$ cat src/rtl/id_ex_operand_stage_pkg.sv
// Shared widths, ALU opcodes, forwarding selects and control-bundle bit positions
// for the ID/EX operand stage.
package id_ex_pkg;

  localparam int unsigned DATA_W_DEF = 8;
  localparam int unsigned REG_AW_DEF = 3;

  // opALU = {unsigned_set, inva, invb, selOp[1:0]}
  localparam logic [4:0] OP_AND  = 5'b00000;
  localparam logic [4:0] OP_OR   = 5'b00001;
  localparam logic [4:0] OP_ADD  = 5'b00010;
  localparam logic [4:0] OP_SUB  = 5'b00110;
  localparam logic [4:0] OP_SLT  = 5'b00111;
  localparam logic [4:0] OP_SLTU = 5'b10111;
  localparam logic [4:0] OP_NOR  = 5'b01100;

  typedef enum logic [1:0] {
    FWD_REG = 2'b00,
    FWD_MWB = 2'b01,
    FWD_EXM = 2'b10
  } fwd_sel_e;

  // ctrl = {reg_write, mem_read, mem_write, mem_to_reg}
  localparam int unsigned CTRL_REG_WRITE  = 3;
  localparam int unsigned CTRL_MEM_READ   = 2;
  localparam int unsigned CTRL_MEM_WRITE  = 1;
  localparam int unsigned CTRL_MEM_TO_REG = 0;

endpackage

$ cat src/rtl/id_ex_operand_stage_if.sv
// Decode-slot bundle presented by the ID stage to the ID/EX operand stage.
interface id_ex_operand_stage_if #(
  parameter int unsigned DATA_W = 8,
  parameter int unsigned REG_AW = 3
);
  logic              id_valid;
  logic [REG_AW-1:0] id_rs_addr;
  logic [REG_AW-1:0] id_rt_addr;
  logic [REG_AW-1:0] id_rd_addr;
  logic [DATA_W-1:0] id_rs_data;
  logic [DATA_W-1:0] id_rt_data;
  logic [DATA_W-1:0] id_imm;
  logic              id_alu_src;
  logic [4:0]        id_op_alu;
  logic [3:0]        id_ctrl;

  modport master (
    output id_valid, id_rs_addr, id_rt_addr, id_rd_addr, id_rs_data,
           id_rt_data, id_imm, id_alu_src, id_op_alu, id_ctrl
  );

  modport slave (
    input  id_valid, id_rs_addr, id_rt_addr, id_rd_addr, id_rs_data,
           id_rt_data, id_imm, id_alu_src, id_op_alu, id_ctrl
  );
endinterface

$ cat src/rtl/id_ex_operand_stage_fwd_mux.sv
// Forwarding select and data mux for one source operand; register 0 never forwards.
module fwd_mux
  import id_ex_pkg::*;
#(
  parameter int unsigned DATA_W = DATA_W_DEF,
  parameter int unsigned REG_AW = REG_AW_DEF
) (
  input  logic [REG_AW-1:0] src_addr,
  input  logic [DATA_W-1:0] reg_data,
  input  logic              exm_reg_write,
  input  logic [REG_AW-1:0] exm_rd_addr,
  input  logic [DATA_W-1:0] exm_result,
  input  logic              mwb_reg_write,
  input  logic [REG_AW-1:0] mwb_rd_addr,
  input  logic [DATA_W-1:0] mwb_wdata,
  output logic [DATA_W-1:0] data_o
);

  fwd_sel_e sel;

  // Pick the youngest producer of src_addr; EX/MEM outranks MEM/WB
  always_comb begin
    sel = FWD_REG;
    if (exm_reg_write && (exm_rd_addr != '0) && (exm_rd_addr == src_addr)) begin
      sel = FWD_EXM;
    end else if (mwb_reg_write && (mwb_rd_addr != '0) && (mwb_rd_addr == src_addr)) begin
      sel = FWD_MWB;
    end
  end

  // Data mux driven by the select
  always_comb begin
    case (sel)
      FWD_EXM: data_o = exm_result;
      FWD_MWB: data_o = mwb_wdata;
      default: data_o = reg_data;
    endcase
  end

endmodule

$ cat src/rtl/id_ex_operand_stage.sv
// ID/EX pipeline register with operand forwarding into the ALU and load-use detection.
module id_ex_operand_stage
  import id_ex_pkg::*;
#(
  parameter int unsigned DATA_W = DATA_W_DEF,
  parameter int unsigned REG_AW = REG_AW_DEF
) (
  input  logic                  clk,
  input  logic                  rst,
  input  logic                  stall_i,
  input  logic                  flush_i,
  id_ex_operand_stage_if.slave  id,
  input  logic                  exm_reg_write,
  input  logic [REG_AW-1:0]     exm_rd_addr,
  input  logic [DATA_W-1:0]     exm_result,
  input  logic                  mwb_reg_write,
  input  logic [REG_AW-1:0]     mwb_rd_addr,
  input  logic [DATA_W-1:0]     mwb_wdata,
  output logic [DATA_W-1:0]     alu_a,
  output logic [DATA_W-1:0]     alu_b,
  output logic [4:0]            alu_op,
  output logic                  ex_valid,
  output logic [REG_AW-1:0]     ex_rd_addr,
  output logic [DATA_W-1:0]     ex_store_data,
  output logic [3:0]            ex_ctrl,
  output logic                  hazard_o
);

  logic              valid_q,   valid_d;
  logic [3:0]        ctrl_q,    ctrl_d;
  logic [4:0]        op_q,      op_d;
  logic [REG_AW-1:0] rs_addr_q, rs_addr_d;
  logic [REG_AW-1:0] rt_addr_q, rt_addr_d;
  logic [REG_AW-1:0] rd_addr_q, rd_addr_d;
  logic [DATA_W-1:0] rs_data_q, rs_data_d;
  logic [DATA_W-1:0] rt_data_q, rt_data_d;
  logic [DATA_W-1:0] imm_q,     imm_d;
  logic              alu_src_q, alu_src_d;
  logic [DATA_W-1:0] rs_fwd, rt_fwd;

  // Next-state: flush loads a bubble, stall holds, otherwise capture decode
  always_comb begin
    valid_d   = valid_q;
    ctrl_d    = ctrl_q;
    op_d      = op_q;
    rs_addr_d = rs_addr_q;
    rt_addr_d = rt_addr_q;
    rd_addr_d = rd_addr_q;
    rs_data_d = rs_data_q;
    rt_data_d = rt_data_q;
    imm_d     = imm_q;
    alu_src_d = alu_src_q;
    if (flush_i) begin
      valid_d   = 1'b0;
      ctrl_d    = '0;
      op_d      = '0;
      rs_addr_d = '0;
      rt_addr_d = '0;
      rd_addr_d = '0;
      rs_data_d = '0;
      rt_data_d = '0;
      imm_d     = '0;
      alu_src_d = 1'b0;
    end else if (!stall_i) begin
      valid_d   = id.id_valid;
      ctrl_d    = id.id_ctrl;
      op_d      = id.id_op_alu;
      rs_addr_d = id.id_rs_addr;
      rt_addr_d = id.id_rt_addr;
      rd_addr_d = id.id_rd_addr;
      rs_data_d = id.id_rs_data;
      rt_data_d = id.id_rt_data;
      imm_d     = id.id_imm;
      alu_src_d = id.id_alu_src;
    end
  end

  // Stage registers with synchronous reset
  always_ff @(posedge clk) begin
    if (rst) begin
      valid_q   <= 1'b0;
      ctrl_q    <= '0;
      op_q      <= '0;
      rs_addr_q <= '0;
      rt_addr_q <= '0;
      rd_addr_q <= '0;
      rs_data_q <= '0;
      rt_data_q <= '0;
      imm_q     <= '0;
      alu_src_q <= 1'b0;
    end else begin
      valid_q   <= valid_d;
      ctrl_q    <= ctrl_d;
      op_q      <= op_d;
      rs_addr_q <= rs_addr_d;
      rt_addr_q <= rt_addr_d;
      rd_addr_q <= rd_addr_d;
      rs_data_q <= rs_data_d;
      rt_data_q <= rt_data_d;
      imm_q     <= imm_d;
      alu_src_q <= alu_src_d;
    end
  end

  fwd_mux #(.DATA_W(DATA_W), .REG_AW(REG_AW)) u_fwd_rs (
    .src_addr      (rs_addr_q),
    .reg_data      (rs_data_q),
    .exm_reg_write (exm_reg_write),
    .exm_rd_addr   (exm_rd_addr),
    .exm_result    (exm_result),
    .mwb_reg_write (mwb_reg_write),
    .mwb_rd_addr   (mwb_rd_addr),
    .mwb_wdata     (mwb_wdata),
    .data_o        (rs_fwd)
  );

  fwd_mux #(.DATA_W(DATA_W), .REG_AW(REG_AW)) u_fwd_rt (
    .src_addr      (rt_addr_q),
    .reg_data      (rt_data_q),
    .exm_reg_write (exm_reg_write),
    .exm_rd_addr   (exm_rd_addr),
    .exm_result    (exm_result),
    .mwb_reg_write (mwb_reg_write),
    .mwb_rd_addr   (mwb_rd_addr),
    .mwb_wdata     (mwb_wdata),
    .data_o        (rt_fwd)
  );

  // Operand outputs and load-use detection against the instruction now in decode
  always_comb begin
    alu_a         = rs_fwd;
    alu_b         = alu_src_q ? imm_q : rt_fwd;
    ex_store_data = rt_fwd;
    alu_op        = op_q;
    ex_valid      = valid_q;
    ex_rd_addr    = rd_addr_q;
    ex_ctrl       = ctrl_q;
    hazard_o      = valid_q && ctrl_q[CTRL_MEM_READ] && (rd_addr_q != '0) && id.id_valid &&
                    ((rd_addr_q == id.id_rs_addr) || (rd_addr_q == id.id_rt_addr));
  end

endmodule

$ cat src/flat_wrapper.sv
// flat-port wrapper written by rule: the top's interface ports become plain ports
module id_ex_operand_stage_flat import id_ex_pkg::*;
#(
  parameter int unsigned DATA_W = DATA_W_DEF,
  parameter int unsigned REG_AW = REG_AW_DEF
)
  (clk, rst, stall_i, flush_i, exm_reg_write, exm_rd_addr, exm_result, mwb_reg_write, mwb_rd_addr, mwb_wdata, alu_a, alu_b, alu_op, ex_valid, ex_rd_addr, ex_store_data, ex_ctrl, hazard_o, id_id_valid, id_id_rs_addr, id_id_rt_addr, id_id_rd_addr, id_id_rs_data, id_id_rt_data, id_id_imm, id_id_alu_src, id_id_op_alu, id_id_ctrl);
  id_ex_operand_stage_if #(.DATA_W(DATA_W), .REG_AW(REG_AW)) id_i ();
  input  logic clk;
  input  logic rst;
  input  logic stall_i;
  input  logic flush_i;
  input  logic exm_reg_write;
  input  logic [REG_AW-1:0] exm_rd_addr;
  input  logic [DATA_W-1:0] exm_result;
  input  logic mwb_reg_write;
  input  logic [REG_AW-1:0] mwb_rd_addr;
  input  logic [DATA_W-1:0] mwb_wdata;
  output logic [DATA_W-1:0] alu_a;
  output logic [DATA_W-1:0] alu_b;
  output logic [4:0] alu_op;
  output logic ex_valid;
  output logic [REG_AW-1:0] ex_rd_addr;
  output logic [DATA_W-1:0] ex_store_data;
  output logic [3:0] ex_ctrl;
  output logic hazard_o;
  input wire logic [$bits(id_i.id_valid)-1:0] id_id_valid;
  input wire logic [$bits(id_i.id_rs_addr)-1:0] id_id_rs_addr;
  input wire logic [$bits(id_i.id_rt_addr)-1:0] id_id_rt_addr;
  input wire logic [$bits(id_i.id_rd_addr)-1:0] id_id_rd_addr;
  input wire logic [$bits(id_i.id_rs_data)-1:0] id_id_rs_data;
  input wire logic [$bits(id_i.id_rt_data)-1:0] id_id_rt_data;
  input wire logic [$bits(id_i.id_imm)-1:0] id_id_imm;
  input wire logic [$bits(id_i.id_alu_src)-1:0] id_id_alu_src;
  input wire logic [$bits(id_i.id_op_alu)-1:0] id_id_op_alu;
  input wire logic [$bits(id_i.id_ctrl)-1:0] id_id_ctrl;
  assign id_i.id_valid = id_id_valid;
  assign id_i.id_rs_addr = id_id_rs_addr;
  assign id_i.id_rt_addr = id_id_rt_addr;
  assign id_i.id_rd_addr = id_id_rd_addr;
  assign id_i.id_rs_data = id_id_rs_data;
  assign id_i.id_rt_data = id_id_rt_data;
  assign id_i.id_imm = id_id_imm;
  assign id_i.id_alu_src = id_id_alu_src;
  assign id_i.id_op_alu = id_id_op_alu;
  assign id_i.id_ctrl = id_id_ctrl;
  id_ex_operand_stage #(.DATA_W(DATA_W), .REG_AW(REG_AW)) u_core (.clk(clk), .rst(rst), .stall_i(stall_i), .flush_i(flush_i), .id(id_i), .exm_reg_write(exm_reg_write), .exm_rd_addr(exm_rd_addr), .exm_result(exm_result), .mwb_reg_write(mwb_reg_write), .mwb_rd_addr(mwb_rd_addr), .mwb_wdata(mwb_wdata), .alu_a(alu_a), .alu_b(alu_b), .alu_op(alu_op), .ex_valid(ex_valid), .ex_rd_addr(ex_rd_addr), .ex_store_data(ex_store_data), .ex_ctrl(ex_ctrl), .hazard_o(hazard_o));
endmodule
$ cat config.mk
export PLATFORM = sky130hd
export DESIGN_NAME = id_ex_operand_stage_flat
export DESIGN_NICKNAME = d
export VERILOG_FILES = /design/src/rtl/id_ex_operand_stage_pkg.sv /design/src/rtl/id_ex_operand_stage_if.sv /design/src/rtl/id_ex_operand_stage_fwd_mux.sv /design/src/rtl/id_ex_operand_stage.sv /design/src/flat_wrapper.sv
export SDC_FILE = /design/constraint.sdc
export NUM_CORES = 1
export LEC_CHECK = 0
export ABC_AREA = 0
export CORE_MARGIN = 1.5
export CORE_UTILIZATION = 43
export CTS_CLUSTER_DIAMETER = 200
export CTS_CLUSTER_SIZE = 24
export DETAILED_ROUTE_END_ITERATION = 8
export HOLD_SLACK_MARGIN = 0.15
export PLACE_DENSITY_LB_ADDON = 0.15
export SKIP_CTS_REPAIR_TIMING = 1
export SYNTH_ARGS = -nofsm -noshare
export SYNTH_HDL_FRONTEND = slang
export SYNTH_HIERARCHICAL = 1
export SYNTH_SLANG_ARGS = --single-unit
$ cat constraint.sdc
create_clock -name clk -period 3.15 [get_ports clk]
set_clock_uncertainty 0.05 [all_clocks]
set_input_delay 0.63 -clock clk [delete_from_list [all_inputs] [get_ports clk]]
set_output_delay 0.63 -clock clk [all_outputs]
set_load 0.01 [all_outputs]
==> qor.txt, run 1 <==
OUTCOME
----------------------------------------------------------------------------------------------------
Outcome                                                                                 finished, violations left
Violated checks                                                                         setup timing

CTS
----------------------------------------------------------------------------------------------------
Inserted Clock Buffers                                                                             5
CTS Root Buffer Type                                                                        clkbuf_8
H-tree levels                                                                                      2
Clock-pin slew reported for the worst setup and hold paths after clock tree synthesis        0.08 ns
Total number of clock tree sinks                                                                  44
Clock latency reported for the late side of the worst-skew pair                              0.29 ns
Clock tree from TritonCTS                                                                       done
Clock buffer depth                                                                                 2

TIMING
----------------------------------------------------------------------------------------------------
Count of final max-slew check failures                                                             0
Worst Setup Slack, final                                                                  -0.0856 ns
Worst slew margin                                                                              0.546
Unrepaired setup endpoints after global routing                                                  yes
Final Cycle Share                                                                               1.03
Final setup violation count                                                                        5
Hold Vio Cnt, Final                                                                                0
Least-Margin Pin Slew                                                                       0.681 ns
Final Critical Period                                                                        3.24 ns
Highest clock frequency the design can meet                                                  309 MHz

FLOORPLAN
----------------------------------------------------------------------------------------------------
Die area                                                                                    6660 um2
Initial Utilization                                                                            0.446
Core region area                                                                            5960 um2
Std-Cell Rows                                                                                     28
Die outline height                                                                           81.6 um
Overall die width                                                                            81.6 um
IO Pins                                                                                          110

SETUP PATH
----------------------------------------------------------------------------------------------------
Max stage delay cell, worst path                                                              or4b_4
Worst Setup Start Kind                                                                    input port
Critical Path Sink Type                                                                   output pin
Most repeated library cell on the critical path                                                buf_6
Critical path buffer and inverter count                                                            4
Beginning of the worst register-to-register path                                        u_core/alu_src_q
Gate family responsible for the most delay along the worst path                         compound AO/OA/AOI/OAI gates
Arrival time at the worst endpoint                                                           2.56 ns
Largest fanout on the critical path                                                                7
Stages on worst setup path                                                                         9
Ordered cell list for the critical path                                                 buf_6 > or4b_4 > a211oi_4 > clkbuf_16 > buf_6 > o32a_4 > a21oi_4 > mux2_4 > buf_6
Worst setup path category                                                                  in -> out
Largest incremental delay on the critical path                                               0.53 ns
CP startpoint                                                                           mwb_rd_addr[2]
Reg2Reg Depth                                                                                      2
CP required                                                                                  2.47 ns

FINAL LAYOUT
----------------------------------------------------------------------------------------------------
Area of the multi-input gates                                                               1640 um2
Final layout net count                                                                           479
Share of layout cells above drive strength 1                                                   0.270
Most frequent standard cell in the layout excluding fill and tap cells                  clkdlybuf4s50_1
Register area                                                                                883 um2
Final Non-Filler Cells                                                                           482
Leading cell types in the layout, fill and taps excluded                                clkdlybuf4s50_1, nor2_1, mux2i_1, dfxtp_1, buf_4
Antenna diode instance count                                                                       0
Area added between synthesis and finish                                                        56.3%
Post-route design area                                                                      4150 um2
Utilization after layout                                                                       0.697
Count of filler cells inserted in the layout                                                     483

LOGIC SYNTHESIS
----------------------------------------------------------------------------------------------------
Portion of the post-synthesis area used by sequential elements                                 0.332
Cell taking the most area after synthesis                                                    dfxtp_1
Area share of the leading cell type in the synthesized netlist                                 0.332
Nets in the synthesized netlist                                                                  351
Yosys Warn Count                                                                                   6
Count of different cell masters after synthesis                                                   31
Average size of a mapped cell                                                               9.52 um2
Biggest area contributors in the synthesized netlist                                    dfxtp_1, mux2i_1, o32a_2
Summed instance area of the synthesized netlist                                             2660 um2
Register bit total from synthesis                                                                 44
Instance count of the mapped netlist                                                             279

GRT
----------------------------------------------------------------------------------------------------
Global-route usage over all layers                                                             0.217
Number of global-route vias before repair                                                       2364
Initial antenna violation count                                                                    0
First-pass GRT wire length                                                                  11100 um
Aggregate global routing overflow                                                                  0
Largest net degree at the start of global routing                                                 40

HOLD PATH
----------------------------------------------------------------------------------------------------
Hold crit path type                                                                       reg -> reg
Hold-critical path depth                                                                           2
Beginning of the worst hold path                                                        u_core/imm_q[0]

POWER AND IR DROP
----------------------------------------------------------------------------------------------------
Post-layout power                                                                            1.30 mW
Max VDD drop                                                                                  173 uV
Leak                                                                                         1.86 nW
Power Dens Cells                                                                          312 nW/um2

PLACEMENT
----------------------------------------------------------------------------------------------------
Dpl hpwl                                                                                     5570 um
Placed cell area                                                                            3870 um2
Buffers added on ports                                                                           109
Final Wtd Congestion                                                                           0.936
Number of cells in the design after placement                                                    467

ROUTING
----------------------------------------------------------------------------------------------------
Count of TritonRoute iterations in the first routing pass                                          5
Remaining design rule violation count                                                              0
Routed len/inst                                                                              15.9 um
Via-to-Cell Ratio                                                                               5.31
Drt total wl                                                                                 7690 um
Antenna Violating Nets Remaining                                                                   0
Number of design-rule violations left by the first detailed-router iteration                      96
Overall via count from detail_route                                                             2560

FLOW RUN
----------------------------------------------------------------------------------------------------
Max-cap viol count                                                                                 0

where the power goes:
group	total, mW	switching [mW]	internal [mW]
logic	0.358	0.145	0.213
clock network	0.348	0.197	0.151
registers	0.590	0.0154	0.574
total	1.30	0.357	0.938
kinds of logic after synthesis:
| family | synth area share |
|---|---|
| DFF | 0.332 |
| and+or+nand+nor | 0.148 |
| buffers and inverters | 0.0904 |
| AOI/OAI and AO/OA | 0.190 |
| xor gates and xnor gates | 0.0396 |
| muxes | 0.200 |
Yosys cell counts:
| master | number |
|---|---|
| nor3_1 | 16 |
| inv_1 | 16 |
| or4b_4 | 2 |
| o32a_2 | 16 |
| a211oi_4 | 2 |
| or3_1 | 1 |
| xnor2_1 | 6 |
| nand3b_1 | 2 |
| o21ba_2 | 2 |
| buf_6 | 8 |
| o21ai_2 | 2 |
| or2_1 | 1 |
| buf_8 | 4 |
| mux2i_1 | 44 |
| a21oi_2 | 16 |
| o211ai_1 | 2 |
| nand2_1 | 2 |
| mux2_2 | 8 |
| nor4b_2 | 2 |
| nand2b_1 | 2 |
| xor2_1 | 6 |
| clkbuf_1 | 4 |
| buf_2 | 3 |
| o21ai_1 | 14 |
| and2_1 | 2 |
| nor2_1 | 46 |
| dfxtp_1 | 44 |
| a21oi_1 | 1 |
| o2111ai_1 | 2 |
| nand4_1 | 1 |
| or2b_2 | 2 |
per-layer routing:
metal  global-route usage  vias up  part of all wire
met5                    0        -                 0
met4               0.0864        0             0.015
met3               0.0456       10             0.077
met2                0.345      108              0.47
met1                0.286     1193              0.44
li1                     -     1249                 -
flip-flops by register name, indices dropped and copies added (netlist names):
signal and cells:
u_core/ex_rd_addr 3, u_core/rs_data_q 8, u_core/alu_op 5, u_core/ex_valid 1
u_core/rt_addr_q 3, u_core/imm_q 8, u_core/rt_data_q 8, u_core/alu_src_q 1
u_core/ex_ctrl 4, u_core/rs_addr_q 3
area by class of cell:
cell class	count	area share
clock buffers	5	0.0166
flip-flops and latches	44	0.213
clock inverters	2	0.00301
well taps	75	0.0226
inverters	16	0.0145
multi-input cells	200	0.395
repair buffers	140	0.336
worst register-to-register path, delay by kind of cell, from the launching register on:
kind | cells | cell delay [ns]
flops | 1 | 0.62
mux | 1 | 0.14
simple gates | 1 | 0.10
metrics by stage:
| stage | setup slack [ns] | TNS (ns) | hold WS (ns) |
|---|---|---|---|
| after floorplan | 0.314 | 0 | 0.408 |
| after global placement | -0.640 | -12.21 | 0.421 |
| after detailed placement | -0.668 | -12.74 | 0.435 |
| after CTS | -0.697 | -13.09 | 0.455 |
| after global routing | -0.113 | -0.501 | 0.482 |
| final | -0.0856 | -0.239 | 0.450 |
path summary, 6_finish.rpt:
check	to	slack, ns
hold / removal	u_core/imm_q[0]	0.45
hold reg to reg	u_core/imm_q[0]	0.45
setup / recovery	alu_b[4]	-0.09
setup reg to reg	u_core/alu_src_q	2.19
(Power assumes the default switching activity.)
==> run 2: changes to the inputs <==
--- a/config.mk
+++ b/config.mk
@@ -7,10 +7,11 @@
 export LEC_CHECK = 0
 export ABC_AREA = 0
 export CORE_MARGIN = 1.5
-export CORE_UTILIZATION = 43
+export CORE_UTILIZATION = 46
 export CTS_CLUSTER_DIAMETER = 200
 export CTS_CLUSTER_SIZE = 24
 export DETAILED_ROUTE_END_ITERATION = 8
+export DONT_BUFFER_PORTS = 1
 export HOLD_SLACK_MARGIN = 0.15
 export PLACE_DENSITY_LB_ADDON = 0.15
 export SKIP_CTS_REPAIR_TIMING = 1
==> qor.txt, run 2 (synthesis results as in run 1) <==
CTS
----------------------------------------------------------------------------------------------------
Clock-pin slew reported for the worst setup and hold paths after clock tree synthesis        0.09 ns   was 0.08 ns
Clock latency reported for the late side of the worst-skew pair                              0.29 ns   about the same
Inserted Clock Buffers                                                                             5   unchanged
Total number of clock tree sinks                                                                  44   unchanged
Clock buffer depth                                                                                 2   unchanged
CTS Root Buffer Type                                                                        clkbuf_8   unchanged
H-tree levels                                                                                      2   unchanged
Clock tree from TritonCTS                                                                       done   unchanged

FLOORPLAN
----------------------------------------------------------------------------------------------------
Die outline height                                                                           79.0 um   was 81.6 um
IO Pins                                                                                          110   unchanged
Initial Utilization                                                                            0.479   was 0.446
Std-Cell Rows                                                                                     27   was 28
Die area                                                                                    6240 um2   was 6660 um2
Core region area                                                                            5540 um2   was 5960 um2
Overall die width                                                                            79.0 um   was 81.6 um

TIMING
----------------------------------------------------------------------------------------------------
Summed negative setup slack over all endpoints                                                  0 ns   was -0.239 ns
Highest clock frequency the design can meet                                                  338 MHz   was 309 MHz
Final Cycle Share                                                                              0.939   was 1.03
Hold Vio Cnt, Final                                                                                0   unchanged
Final Critical Period                                                                        2.96 ns   was 3.24 ns
Count of final max-slew check failures                                                             0   unchanged
Final setup violation count                                                                        0   was 5
Unrepaired setup endpoints after global routing                                                   no   was yes
Worst Hold Margin                                                                           0.428 ns   was 0.450 ns
Worst slew margin                                                                              0.240   was 0.546
Least-Margin Pin Slew                                                                        1.14 ns   was 0.681 ns

SETUP PATH
----------------------------------------------------------------------------------------------------
Critical Path Sink Type                                                                   output pin   unchanged
CP startpoint                                                                           u_core/rt_addr_q[2]   was mwb_rd_addr[2]
Largest incremental delay on the critical path                                               0.58 ns   was 0.53 ns
Worst setup path category                                                                 reg -> out   was in -> out
Slack of the worst reg-to-reg path                                                           2.23 ns   was 2.19 ns
Worst flop-to-flop path endpoint                                                        u_core/alu_src_q   unchanged
Worst Setup Start Kind                                                                          flop   was input port
Max stage delay cell, worst path                                                              or4b_4   unchanged
Arrival time at the worst endpoint                                                           2.28 ns   was 2.56 ns
Reg2Reg Depth                                                                                      2   unchanged
Beginning of the worst register-to-register path                                        u_core/alu_src_q   unchanged
Ordered cell list for the critical path                                                 or4b_4 > a211oi_4 > buf_4 > o32a_2 > a21oi_2 > mux2_2   was buf_6 > or4b_4 > a211oi_4 > clkbuf_16 > buf_6 > o32a_4 > a21oi_4 > mux2_4 > buf_6
Largest fanout on the critical path                                                               16   was 7
CP required                                                                                  2.47 ns   about the same

FINAL LAYOUT
----------------------------------------------------------------------------------------------------
Registers with the highest flip-flop counts                                             u_core/imm_q: 8 flops, u_core/rs_data_q: 8 flops, u_core/rt_data_q: 8 flops   unchanged
Utilization after layout                                                                       0.506   was 0.697
Most frequent standard cell in the layout excluding fill and tap cells                        nor2_1   was clkdlybuf4s50_1
Antenna diode instance count                                                                       0   unchanged
Final layout net count                                                                           356   was 479
Area added between synthesis and finish                                                        5.46%   was 56.3%
Share of layout cells above drive strength 1                                                   0.267   was 0.270
Leading cell types in the layout, fill and taps excluded                                nor2_1, mux2i_1, dfxtp_1, buf_4   was clkdlybuf4s50_1, nor2_1, mux2i_1, dfxtp_1, buf_4
Final Non-Filler Cells                                                                           357   was 482

ROUTING
----------------------------------------------------------------------------------------------------
Remaining design rule violation count                                                              0   unchanged
Wire length the detailed router placed on met1                                               2950 um   was 3400 um
Drt total wl                                                                                 6470 um   was 7690 um
DR top layer                                                                                    met4   unchanged
Routed len/inst                                                                              18.1 um   was 15.9 um
Metal3 WL                                                                                     654 um   was 595 um
Met2 WL                                                                                      2810 um   was 3580 um
Antenna Violating Nets Remaining                                                                   0   unchanged
Overall via count from detail_route                                                             2046   was 2560
Count of TritonRoute iterations in the first routing pass                                          4   was 5
Via-to-Cell Ratio                                                                               5.73   was 5.31
Number of design-rule violations left by the first detailed-router iteration                      88   was 96

HOLD PATH
----------------------------------------------------------------------------------------------------
Beginning of the worst hold path                                                        id_id_rs_data[2]   was u_core/imm_q[0]
Hold crit path type                                                                        in -> reg   was reg -> reg
End point of the most critical hold path                                                u_core/rs_data_q[2]   was u_core/imm_q[0]
Hold-critical path depth                                                                           2   unchanged

FLOW RUN
----------------------------------------------------------------------------------------------------
Max-cap viol count                                                                                 0   unchanged

PLACEMENT
----------------------------------------------------------------------------------------------------
Number of cells in the design after placement                                                    349   was 467
Buffers added on ports                                                                             0   was 109
Dpl hpwl                                                                                     4810 um   was 5570 um
Final Wtd Congestion                                                                           0.737   was 0.936

OUTCOME
----------------------------------------------------------------------------------------------------
Outcome                                                                                 complete, no violations   was finished, violations left

GRT
----------------------------------------------------------------------------------------------------
First-pass GRT wire length                                                                  10000 um   was 11100 um
Global-route usage over all layers                                                             0.208   was 0.217
Number of global-route vias before repair                                                       1933   was 2364
Largest net degree at the start of global routing                                                 45   was 40
Aggregate global routing overflow                                                                  0   unchanged
Initial antenna violation count                                                                    0   unchanged

POWER AND IR DROP
----------------------------------------------------------------------------------------------------
Post-layout power                                                                            1.20 mW   was 1.30 mW
Power Dens Cells                                                                          427 nW/um2   was 312 nW/um2
Leak                                                                                         1.06 nW   was 1.86 nW
Max VDD drop                                                                                  214 uV   was 173 uV

[run 2: layer usage]
| metal | vias to the layer above | GRT usage |
|---|---|---|
| met1 | 948 | 0.283 |
| met4 | 0 | 0.0544 |
| met3 | 6 | 0.0828 |
| li1 | 999 | - |
| met2 | 93 | 0.307 |
| met5 | - | 0 |
[run 2: per-stage QoR]
stage | setup slack [ns] | cell area (um2)
final | 0.193 | 2800
after detailed placement | 0.304 | 2690
after floorplan | 0.314 | 2660
after global routing | 0.0991 | 2800
after global placement | 0.324 | 2690
after CTS | 0.192 | 2800
[run 2: layout make-up]
| type | count | area (um2) |
|---|---|---|
| inverters | 16 | 60.1 |
| well taps | 72 | 90.1 |
| clock buffers | 6 | 72.6 |
| clock inverters | 2 | 35.0 |
| fillers | 556 | 2740 |
| multi-input cells | 200 | 1540 |
| repair buffers | 17 | 128 |
| flip-flops and latches | 44 | 881 |
[run 2: critical path, delay by kind of cell (launching register included)]
| kind | cells | cell delay, ns |
|---|---|---|
| compound gates | 3 | 0.46 |
| buf+inv | 1 | 0.25 |
| flops | 1 | 0.39 |
| mux | 1 | 0.31 |
| simple gates | 1 | 0.58 |
[run 2: power breakdown]
part           switching, mW  internal, mW
sequential            0.0174         0.574
clock                  0.195         0.236
combinational         0.0847        0.0900
[run 2: worst max-delay path by stage]
stage | to | slack [ns] | depth (start not counted)
floorplan | alu_b[2] | 0.31 | 6
global placement | alu_b[2] | 0.32 | 6
finish | alu_b[2] | 0.19 | 6
CTS | alu_b[2] | 0.19 | 6
global route | alu_b[1] | 0.1 | 6
detailed placement | alu_b[2] | 0.30 | 6
==> run 3: changes to the inputs <==
--- a/config.mk
+++ b/config.mk
@@ -14,8 +14,8 @@
 export DONT_BUFFER_PORTS = 1
 export HOLD_SLACK_MARGIN = 0.15
 export PLACE_DENSITY_LB_ADDON = 0.15
+export SETUP_SLACK_MARGIN = 0.15
 export SKIP_CTS_REPAIR_TIMING = 1
 export SYNTH_ARGS = -nofsm -noshare
 export SYNTH_HDL_FRONTEND = slang
-export SYNTH_HIERARCHICAL = 1
 export SYNTH_SLANG_ARGS = --single-unit
==> constraint.sdc (replaced) <==
create_clock -name clk -period 3.15 [get_ports clk]
set_clock_uncertainty 0.05 [all_clocks]
set_input_delay 0.4725 -clock clk [delete_from_list [all_inputs] [get_ports clk]]
set_output_delay 0.4725 -clock clk [all_outputs]
set_load 0.01 [all_outputs]
==> qor.txt, run 3 <==
FINAL LAYOUT
----------------------------------------------------------------------------------------------------
Share of layout cells above drive strength 1                                                  0.0526   was 0.267
Count of filler cells inserted in the layout                                                     538   was 556
Area added between synthesis and finish                                                        5.18%   was 5.46%
Utilization after layout                                                                       0.500   was 0.506
Antenna diode instance count                                                                       0   unchanged
Registers with the highest flip-flop counts                                             u_core.imm_q: 8 flops, u_core.rs_data_q: 8 flops, u_core.rt_data_q: 8 flops   was u_core/imm_q: 8 flops, u_core/rs_data_q: 8 flops, u_core/rt_data_q: 8 flops
Final layout net count                                                                           338   was 356
Leading cell types in the layout, fill and taps excluded                                mux2i_1, nor2_1, dfxtp_1, a21oi_1, o21ai_1   was nor2_1, mux2i_1, dfxtp_1, buf_4
Most frequent standard cell in the layout excluding fill and tap cells                       mux2i_1   was nor2_1

POWER AND IR DROP
----------------------------------------------------------------------------------------------------
Net Switching                                                                               0.270 mW   was 0.298 mW
Power share of the clock group                                                                 0.320   was 0.360
Relative contribution of sequential cells to total power                                       0.561   was 0.494
Internal power consumption                                                                  0.787 mW   was 0.900 mW
Max VDD drop                                                                                  236 uV   was 214 uV
Combinational Power Share                                                                      0.119   was 0.146
Fraction of power spent switching nets                                                         0.255   was 0.248
Leak                                                                                         1.06 nW   about the same
Power Dens Cells                                                                          416 nW/um2   was 427 nW/um2

GRT
----------------------------------------------------------------------------------------------------
First-pass GRT wire length                                                                   7950 um   was 10000 um
Initial antenna violation count                                                                    0   unchanged
Global-route usage over all layers                                                             0.189   was 0.208
Met2 GRT Util                                                                                  0.282   was 0.307
Number of global-route vias before repair                                                       1575   was 1933
Met1 layer usage reported by global route                                                      0.257   was 0.283
Largest net degree at the start of global routing                                                 45   unchanged
Routing layer with the top usage in global route                                                met2   unchanged
M3 GR Usage                                                                                   0.0688   was 0.0828
Aggregate global routing overflow                                                                  0   unchanged

FLOORPLAN
----------------------------------------------------------------------------------------------------
Std-Cell Rows                                                                                     26   was 27
Overall die width                                                                            75.5 um   was 79.0 um
Core region area                                                                            5070 um2   was 5540 um2
Die area                                                                                    5690 um2   was 6240 um2
Die outline height                                                                           75.5 um   was 79.0 um
Initial Utilization                                                                            0.476   was 0.479
IO Pins                                                                                          110   unchanged

HOLD PATH
----------------------------------------------------------------------------------------------------
End point of the most critical hold path                                                u_core.rs_data_q[2]   was u_core/rs_data_q[2]
Hold-critical path depth                                                                           2   unchanged
Hold crit path type                                                                        in -> reg   unchanged
Beginning of the worst hold path                                                        id_id_rs_data[2]   unchanged

SETUP PATH
----------------------------------------------------------------------------------------------------
Critical Path Sink Type                                                                   output pin   unchanged
Worst flop-to-flop path endpoint                                                        u_core.alu_src_q   was u_core/alu_src_q
Reg2Reg Depth                                                                                      2   unchanged
Worst Setup Start Kind                                                                          flop   unchanged
Critical path buffer and inverter count                                                            0   was 1
Gate family responsible for the most delay along the worst path                         compound AO/OA/AOI/OAI gates   was simple AND/OR/NAND/NOR gates
Max stage delay cell, worst path                                                             o31ai_1   was or4b_4
Ordered cell list for the critical path                                                 xnor2_1 > nor3b_1 > a41o_1 > a311oi_1 > o31ai_1   was or4b_4 > a211oi_4 > buf_4 > o32a_2 > a21oi_2 > mux2_2
Beginning of the worst register-to-register path                                        u_core.alu_src_q   was u_core/alu_src_q
CP required                                                                                  2.63 ns   was 2.47 ns
Worst setup path category                                                                 reg -> out   unchanged
Largest incremental delay on the critical path                                               0.42 ns   was 0.58 ns
Slack of the worst reg-to-reg path                                                           2.18 ns   was 2.23 ns
Largest fanout on the critical path                                                                8   was 16
Arrival time at the worst endpoint                                                           2.22 ns   was 2.28 ns

LOGIC SYNTHESIS
----------------------------------------------------------------------------------------------------
Register bit total from synthesis                                                                 44   unchanged
Most instantiated library cell after synthesis                                               mux2i_1   was nor2_1
Instance count of the mapped netlist                                                             272   was 279
Yosys Warn Count                                                                                   0   was 6
Number of enable-type register cells in the synthesized netlist                                    0   unchanged
FFs w/ async S/R, synth                                                                            0   unchanged
Cell taking the most area after synthesis                                                    dfxtp_1   unchanged
Area share of the leading cell type in the synthesized netlist                                 0.365   was 0.332
Portion of the post-synthesis area used by sequential elements                                 0.365   was 0.332
Biggest area contributors in the synthesized netlist                                    dfxtp_1, mux2i_1, nor2_1   was dfxtp_1, mux2i_1, o32a_2
Count of different cell masters after synthesis                                                   36   was 31
Nets in the synthesized netlist                                                                  344   was 351
Average size of a mapped cell                                                               8.88 um2   was 9.52 um2
Summed instance area of the synthesized netlist                                             2410 um2   was 2660 um2
Most used flip-flop cell after synthesis                                                     dfxtp_1   unchanged
Commonest cells in the synthesized netlist                                              mux2i_1, nor2_1, dfxtp_1   was nor2_1, dfxtp_1, mux2i_1

ROUTING
----------------------------------------------------------------------------------------------------
Remaining design rule violation count                                                              0   unchanged
Routed len/inst                                                                              16.6 um   was 18.1 um
Overall via count from detail_route                                                             1808   was 2046
Via-to-Cell Ratio                                                                               5.38   was 5.73
Drt total wl                                                                                 5590 um   was 6470 um
Number of design-rule violations left by the first detailed-router iteration                      93   was 88
Count of TritonRoute iterations in the first routing pass                                          4   unchanged
Antenna Violating Nets Remaining                                                                   0   unchanged

CTS
----------------------------------------------------------------------------------------------------
Clock-pin slew reported for the worst setup and hold paths after clock tree synthesis        0.09 ns   about the same
CTS Root Buffer Type                                                                        clkbuf_8   unchanged
Inserted Clock Buffers                                                                             5   unchanged
Clock latency reported for the late side of the worst-skew pair                              0.29 ns   about the same
Clock buffer depth                                                                                 2   unchanged
Total number of clock tree sinks                                                                  44   unchanged
H-tree levels                                                                                      2   unchanged
Clock tree from TritonCTS                                                                       done   unchanged

TIMING
----------------------------------------------------------------------------------------------------
Highest clock frequency the design can meet                                                  365 MHz   was 338 MHz
Least-Margin Pin Slew                                                                       0.847 ns   was 1.14 ns
Worst slew margin                                                                              0.435   was 0.240
Unrepaired setup endpoints after global routing                                                   no   unchanged
Final Critical Period                                                                        2.74 ns   was 2.96 ns
Count of final max-slew check failures                                                             0   unchanged
Summed negative setup slack over all endpoints                                                  0 ns   unchanged
Final setup violation count                                                                        0   unchanged
Final Cycle Share                                                                              0.869   was 0.939
Hold Vio Cnt, Final                                                                                0   unchanged

PLACEMENT
----------------------------------------------------------------------------------------------------
Final Wtd Congestion                                                                           0.755   was 0.737
Dpl hpwl                                                                                     4100 um   was 4810 um
Buffers added on ports                                                                             0   unchanged

OUTCOME
----------------------------------------------------------------------------------------------------
Outcome                                                                                 complete, no violations   unchanged

FLOW RUN
----------------------------------------------------------------------------------------------------
Max-cap viol count                                                                                 0   unchanged

## run 3: cell count changes after synthesis, moves of 6 or more
cell      before  now
nor2b_1        0    7
a21oi_2       16    0
a21boi_1       0    8
inv_1         16   10
nor3_1        16    1
mux2_2         8    0
buf_6          8    1
mux2i_1       44   60
a21oi_1        1   15
o32a_2        16    0
and3_1         0    8
## run 3: cell families after synthesis
| family | after synthesis | share of synthesized area |
|---|---|---|
| xor+xnor | 11 | 0.0399 |
| compound gates | 49 | 0.132 |
| simple gates | 80 | 0.157 |
| buf+inv | 26 | 0.0466 |
| flops | 44 | 0.365 |
| mux | 62 | 0.260 |
## run 3: worst max path at each step
stage | to | startpoint | slack, ns | depth (start not counted)
finish | alu_b[3] | u_core.rt_addr_q[0] | 0.41 | 5
CTS | alu_b[3] | u_core.rt_addr_q[2] | 0.25 | 5
global placement | alu_b[3] | mwb_rd_addr[2] | 0.53 | 4
global route | alu_b[3] | u_core.rt_addr_q[0] | 0.24 | 5
floorplan | alu_a[3] | mwb_rd_addr[2] | 0.74 | 4
detailed placement | alu_b[3] | mwb_rd_addr[2] | 0.49 | 5
## run 3: final cells by class
type / count / area, um2 / area share
clock inverter: 1 / 5.00 / 0.00197
multi-input combinational: 202 / 1420 / 0.560
timing repair buffer: 3 / 35.0 / 0.0138
clock buffer: 6 / 72.6 / 0.0286
tap: 70 / 87.6 / 0.0345
sequential: 44 / 881 / 0.347
inverter: 10 / 37.5 / 0.0148
## run 3: power by group through the flow
stage | clock (mW) | combinational, mW | sequential (mW)
3_5_place_dp | 0 | 0.124 | 0.606
2_1_floorplan | 0 | 0.125 | 0.600
5_1_grt | 0.369 | 0.140 | 0.596
3_3_place_gp | 0 | 0.121 | 0.606
6_report | 0.338 | 0.126 | 0.593
4_1_cts | 0.349 | 0.124 | 0.593
## run 3: through the flow
step / hold WS, ns / instances / power, mW / cell area (um2) / setup WS, ns
floorplan: 0.407 / 272 / 0.725 / 2410 / 0.743
global placement: 0.423 / 328 / 0.727 / 2440 / 0.534
detailed placement: 0.434 / 328 / 0.730 / 2440 / 0.488
CTS: 0.259 / 335 / 1.07 / 2520 / 0.248
global route: 0.258 / 336 / 1.11 / 2540 / 0.242
finish: 0.260 / 336 / 1.06 / 2540 / 0.412
## run 3: metal layers
layer  part of all wire  wire length [um]
met1               0.46              2570
met5                  0                 0
met2               0.43              2420
met4              0.013                73
met3              0.095               531
